**src/rtl/display_scan_ctrl.sv**
```systemverilog
// Scan scheduler for a multiplexed seven-segment display: one digit driven at a
// time, with a blanking gap before each digit to keep segments from ghosting.
module display_scan_ctrl #(
    parameter int NUM_DIGITS   = 2,
    parameter int DWELL_CYCLES = 50000,
    parameter int BLANK_CYCLES = 600
) (
    input  logic                          clk,
    input  logic                          reset,
    input  logic                          en,
    input  logic [4*NUM_DIGITS-1:0]       digit_data,
    output logic [$clog2(NUM_DIGITS)-1:0] digit_sel,
    output logic [3:0]                    nibble,
    output logic [NUM_DIGITS-1:0]         digit_en_n,
    output logic                          frame_tick
);
    localparam int SW   = $clog2(NUM_DIGITS);
    localparam int MAXC = (DWELL_CYCLES > BLANK_CYCLES) ? DWELL_CYCLES : BLANK_CYCLES;
    localparam int CW   = (MAXC > 1) ? $clog2(MAXC) : 1;

    localparam logic [CW-1:0] BLANK_LAST = CW'(BLANK_CYCLES - 1);
    localparam logic [CW-1:0] DWELL_LAST = CW'(DWELL_CYCLES - 1);
    localparam logic [SW-1:0] SEL_LAST   = SW'(NUM_DIGITS - 1);

    typedef enum logic [1:0] {
        IDLE,
        BLANK,
        DRIVE
    } state_t;

    state_t                state_q, state_d;
    logic [CW-1:0]         cnt_q, cnt_d;
    logic [SW-1:0]         sel_q, sel_d;
    logic [3:0]            nib_q, nib_d;
    logic [NUM_DIGITS-1:0] en_n_q, en_n_d;
    logic                  tick_q, tick_d;

    logic                  wrap;
    logic [SW-1:0]         sel_nx;
    logic [3:0]            nib_nx;

    // Next digit in scan order, wrapping on the digit count rather than the field width.
    assign wrap   = (sel_q == SEL_LAST);
    assign sel_nx = wrap ? '0 : sel_q + SW'(1);

    always_comb begin
        nib_nx = digit_data[3:0];
        for (int i = 0; i < NUM_DIGITS; i++) begin
            if (sel_nx == SW'(i)) begin
                nib_nx = digit_data[4*i +: 4];
            end
        end
    end

    always_ff @(posedge clk) begin
        if (!reset) begin
            state_q <= IDLE;
            cnt_q   <= '0;
            sel_q   <= '0;
            nib_q   <= '0;
            en_n_q  <= '1;
            tick_q  <= 1'b0;
        end else begin
            state_q <= state_d;
            cnt_q   <= cnt_d;
            sel_q   <= sel_d;
            nib_q   <= nib_d;
            en_n_q  <= en_n_d;
            tick_q  <= tick_d;
        end
    end

    always_comb begin
        state_d = state_q;
        cnt_d   = cnt_q;
        sel_d   = sel_q;
        nib_d   = nib_q;
        en_n_d  = en_n_q;
        tick_d  = 1'b0;
        unique case (state_q)
            IDLE: begin
                en_n_d = '1;
                if (en) begin
                    state_d = BLANK;
                    cnt_d   = '0;
                    sel_d   = '0;
                    nib_d   = digit_data[3:0];
                end
            end
            BLANK: begin
                if (!en) begin
                    state_d = IDLE;
                    cnt_d   = '0;
                    sel_d   = '0;
                    en_n_d  = '1;
                end else if (cnt_q == BLANK_LAST) begin
                    state_d = DRIVE;
                    cnt_d   = '0;
                    en_n_d  = ~(NUM_DIGITS'(1) << sel_q);
                end else begin
                    cnt_d = cnt_q + CW'(1);
                end
            end
            DRIVE: begin
                if (!en) begin
                    state_d = IDLE;
                    cnt_d   = '0;
                    sel_d   = '0;
                    en_n_d  = '1;
                end else if (cnt_q == DWELL_LAST) begin
                    state_d = BLANK;
                    cnt_d   = '0;
                    sel_d   = sel_nx;
                    nib_d   = nib_nx;
                    en_n_d  = '1;
                    tick_d  = wrap;
                end else begin
                    cnt_d = cnt_q + CW'(1);
                end
            end
            default: begin
                state_d = IDLE;
                cnt_d   = '0;
                sel_d   = '0;
                en_n_d  = '1;
            end
        endcase
    end

    assign digit_sel  = sel_q;
    assign nibble     = nib_q;
    assign digit_en_n = en_n_q;
    assign frame_tick = tick_q;

endmodule
```
**config.mk**
```make
export PLATFORM = sky130hd
export DESIGN_NAME = display_scan_ctrl
export DESIGN_NICKNAME = d
export VERILOG_FILES = /design/src/rtl/display_scan_ctrl.sv
export SDC_FILE = /design/constraint.sdc
export NUM_CORES = 1
export LEC_CHECK = 0
export CAP_MARGIN = 20
export CORE_UTILIZATION = 55
export CTS_BUF_LIST = sky130_fd_sc_hd__clkbuf_2 sky130_fd_sc_hd__clkbuf_4 sky130_fd_sc_hd__clkbuf_8
export DETAILED_ROUTE_END_ITERATION = 6
export GPL_TIMING_DRIVEN = 0
export PLACE_DENSITY = 0.8
export SETUP_SLACK_MARGIN = 0.1
export SYNTH_ARGS = -nofsm -noshare
export SYNTH_HDL_FRONTEND = slang
export SYNTH_SLANG_ARGS = --single-unit
```
**constraint.sdc**
```tcl
create_clock -name clk -period 6.2 [get_ports clk]
set_clock_uncertainty 0.15 [all_clocks]
set_input_delay 1.55 -clock clk [delete_from_list [all_inputs] [get_ports clk]]
set_output_delay 1.55 -clock clk [all_outputs]
set_load 0.02 [all_outputs]
```
# Word level (Yosys, flattened, before mapping)
# Index checks and enable logic that the tools add are counted.
[classes]
n_addsub = 2
n_eq_ne = 10
shifts = 1
muxes = 28
n_bitwise = 1
n_reduce_logical = 7
[op_table]
columns = ["operator", "count"]
rows = [
  ["$mux 16", 5],
  ["$pmux 16 s3", 1],
  ["$mux 2", 9],
  ["$add 16x1->16 const B", 1],
  ["$eq 16x10->1 const B", 1],
  ["$eq 16x16->1 const B", 1],
  ["$mux 4", 4],
  ["$ne 2x2->1 const B", 4],
  ["$pmux 4 s2", 1],
  ["$reduce_and 4->1", 2],
  ["$ne 3x3->1 const B", 2],
  ["$pmux 2 s3", 1],
  ["$reduce_and 3->1", 2],
  ["$mux 1", 5],
  ["$pmux 2 s2", 1],
  ["$pmux 1 s3", 1],
  ["$eq 2x1->1 const B", 1],
  ["$eq 2x2->1 const B", 1],
  ["$logic_not 2->1", 1],
  ["$not 2->2", 1],
  ["$reduce_and 2->1", 1],
  ["$reduce_bool 2->1", 1],
  ["$shl 1x1->2 const A", 1],
  ["$add 1x1->1 const B", 1],
]
[totals]
regBits = 26
input_bits = 11
out_inout_bits = 8

# Logic depth before layout (Yosys ltp)
[logic_depth]
ltp_word = 6
ltp_mapped = 8
mapped_depth_nobuf = 7

# Worst setup path before layout
# Ideal clock, no wire load.
[synth_path]
kind = "input port to flip-flop"
startpoint = "in en"
endpoint = "reg cnt_q[10]"
t_arrival_ps = 2623
required_ps = 5922
slack_ps = 3299
path_stages = 6
path_buffers = 1
path_cell_list = "nor2b_1 > clkbuf_1 > or4_1 > nor2_1 > xnor2_1 > nor2_1"
[synth_between]
elab_chain_cells = 2
elab_cells_between_ends = 4
classes_between = "eq/ne (1); mux (3)"
[synth_rtl]
columns = ["item", "line_no", "source"]
rows = [
  ["from (decl)", "10", "input logic en,"],
  ["$mux 16, on equally long branches", "105, 91", ""],
  ["$pmux 16 s3", "80", "unique case (state_q)"],
  ["to (signal assigned)", "65", "cnt_q <= cnt_d;"],
  ["to (decl)", "32", "logic [CW-1:0] cnt_q, cnt_d;"],
]
# Several ways; a longest one is shown, not always the timed one.
# A chain may end at the register's enable or synchronous reset.

# Final worst setup path
# Same ends and word-level chain as after synthesis.

==> impl_metrics.json <==
{
  "status": "completed",
  "area_growth_pct": 18.2,
  "grt_max_degree": 16,
  "die_x_um": 53.0,
  "timing.final.crit_period_ns": 3.27,
  "clkSinkCount": 26,
  "worstPathRequired_ns": 6.28,
  "syn_avg_cell_area_um2": 8.58,
  "postCtsSetupBuffers": 0,
  "worstSetupEndpointType": "flop",
  "drt_first_pass_iters": 4,
  "fin_ws_ns": 2.93,
  "final_cells": 218,
  "syn-cell-area_um2": 1430,
  "h-tree-depth": 1,
  "critPathKind": "in2reg",
  "rsz0062_at_grt": "no",
  "nNetsFinal": 205,
  "synthArstFlopShare_pct": 0,
  "worst_pin_slew_ns": 0.674,
  "maxCapViolCount": 0,
  "synth_seq_cells": 26,
  "drv_slew": 0,
  "crit_chain": "clkdlybuf4s50_1 -> nor2b_1 -> clkbuf_1 -> or4_1 -> nor2_1 -> xnor2_1 -> nor2_1",
  "p_int_mw": 0.274,
  "seq_area_frac_synth_pct": 36.3,
  "hold_ws_ns": 0.345,
  "max_stage_delay_ns": 0.60,
  "grt.total_usage_pct": 24.1,
  "wl_per_cell_um": 14.0,
  "layout_commonest_cell": "dfxtp_1",
  "dp_slack_ns": 2.58,
  "grt_pass1_vias": 1140,
  "synth-edff-count": 0,
  "p_sw_mw": 0.100,
  "portBuffers": 17,
  "synth_area_leader_cell": "dfxtp_1",
  "cts_resized": 0,
  "vias": 1277,
  "wl_um": 3060,
  "floorplan.rows": 18,
  "clock.fmax_mhz": 306,
  "synthDominantCellAreaShare_pct": 36.3,
  "synth_fp_nets": 183,
  "finalSetupTns_ns": 0,
  "drtIter0Drc": 35,
  "slowest_stage": "or4_1",
  "slew_headroom_pct": 54.9,
  "yosys-top-cells-area": "dfxtp_1 36%, nor2_1 5.0%, ha_1 4.4%, a21oi_1 4.2%, o21ai_0 3.5%",
  "ios": 19,
  "path_common_cell": "nor2_1",
  "routabilityCongestion": 0.851,
  "cts_tree": "done",
  "period_share_pct": 52.7,
  "yosysWarnings": 0,
  "coreArea_um2": 2480,
  "hp-class": "reg2reg",
  "numPlacedInstances": 214,
  "antenna_cells": 0,
  "crit_path_max_fanout": 10,
  "startpoint_type": "primary input",
  "initial_core_util_pct": 57.8,
  "postPlaceCellArea_um2": 1640,
  "hold_viol": 0,
  "drive_above_1_share_pct": 7.45,
  "p_leak_nw": 0.613,
  "grt_pass1_wl_um": 4970,
  "pwr_density_cell_nw_per_um2": 221,
  "cp.arrival_ns": 3.34,
  "syn_inst": 167,
  "comb_power_share_pct": 20.5,
  "postCtsHoldBufs": 0,
  "final_cell_mix": "26 x dfxtp_1, 19 x nor2_1, 17 x clkdlybuf4s50_1",
  "clkLatencyLatePin_ns": 0.33,
  "pwr-share-clk_pct": 31.4,
  "setup_viol": 0,
  "final_area_um2": 1690,
  "peakVddDrop_v": 0.000240,
  "dieArea_um2": 2810,
  "overflow": 0,
  "synthFlopType": "dfxtp_1",
  "switching_share_pct": 26.7,
  "cts_buffers": 3,
  "hpwl_um": 2330,
  "drc": 0,
  "clkSlewWorstSetupHoldPaths_ns": 0.15,
  "cts_root_buf": "clkbuf_4",
  "via_per_inst": 5.86,
  "antenna_left": 0,
  "dieHeight_um": 53.0,
  "synth_cell_types": 44,
  "seqPwrFrac_pct": 48.1,
  "cts_max_path_buffers": 2,
  "antenna_found_initial": 0
}
state kept, by name (all words and copies together) (netlist names):
signal,flops
nibble,4
state_q,2
frame_tick,1
digit_en_n,2
digit_sel,1
cnt_q,16
per-layer routing:
| metal | vias up | GRT usage (%) | share of wire (%) | wire (um) |
|---|---|---|---|---|
| met4 | 0 | 9.21 | 1.5 | 46 |
| li1 | 663 | - | - | - |
| met2 | 20 | 39.7 | 48 | 1470 |
| met3 | 4 | 2.59 | 3.2 | 99 |
| met1 | 590 | 32.0 | 47 | 1450 |
| met5 | - | 0 | 0 | 0 |
synth_stat cells, types with 5 or more instances:
master    count
nor2_1       19
clkbuf_1      6
a21oi_1      12
xor2_1        5
ha_1          5
dfxtp_1      26
nand2_1      12
o21ai_0      10
nand4_1       6
final cells by class:
| type | instances | area, um2 |
|---|---|---|
| Buffer | 8 | 32.5 |
| Clock buffer | 3 | 22.5 |
| Clock inverter | 1 | 30.0 |
| Fill cell | 208 | 785 |
| Inverter | 4 | 15.0 |
| Multi-Input combinational cell | 129 | 865 |
| Sequential cell | 26 | 520 |
| Tap cell | 30 | 37.5 |
| Timing Repair Buffer | 17 | 170 |
per-stage QoR:
stage | total power, mW | util (%)
floorplan | 0.233 | -
global placement | 0.257 | 66.2
detailed placement | 0.260 | 66.2
CTS | 0.376 | 68.3
global route | 0.388 | 68.3
finish | 0.374 | 68.3
path summary, 6_finish.rpt:
path / startpoint / end / slack [ns] / cells past startpoint
setup / recovery: en / cnt_q[10] / 2.93 / 7
hold / removal: cnt_q[1] / cnt_q[1] / 0.34 / 2
setup reg to reg: state_q[0] / cnt_q[10] / 3.92 / 8
hold reg to reg: cnt_q[1] / cnt_q[1] / 0.34 / 2
power by group through the flow:
stage	logic, mW	clock network [mW]	registers (mW)
detailed placement	0.0765	0	0.183
floorplan	0.0449	0	0.188
global route	0.0844	0.123	0.181
CTS	0.0766	0.120	0.180
global placement	0.0739	0	0.183
finish	0.0767	0.117	0.180
worst max-delay path: cells and delay by family:
| family | cells | cell delay, ns |
|---|---|---|
| AND/OR/NAND/NOR | 4 | 0.87 |
| XOR/XNOR | 1 | 0.13 |
| buffers and inverters | 2 | 0.79 |
cell families after synthesis:
family,Yosys count,share of synthesized area (%)
simple gates,70,28.5
compound gates,39,17.6
flops,26,36.3
buf+inv,12,3.32
xor+xnor,9,5.50
mux,6,4.37
fa+ha+maj,5,4.37
No activity file was read; power rests on OpenSTA's default activity.
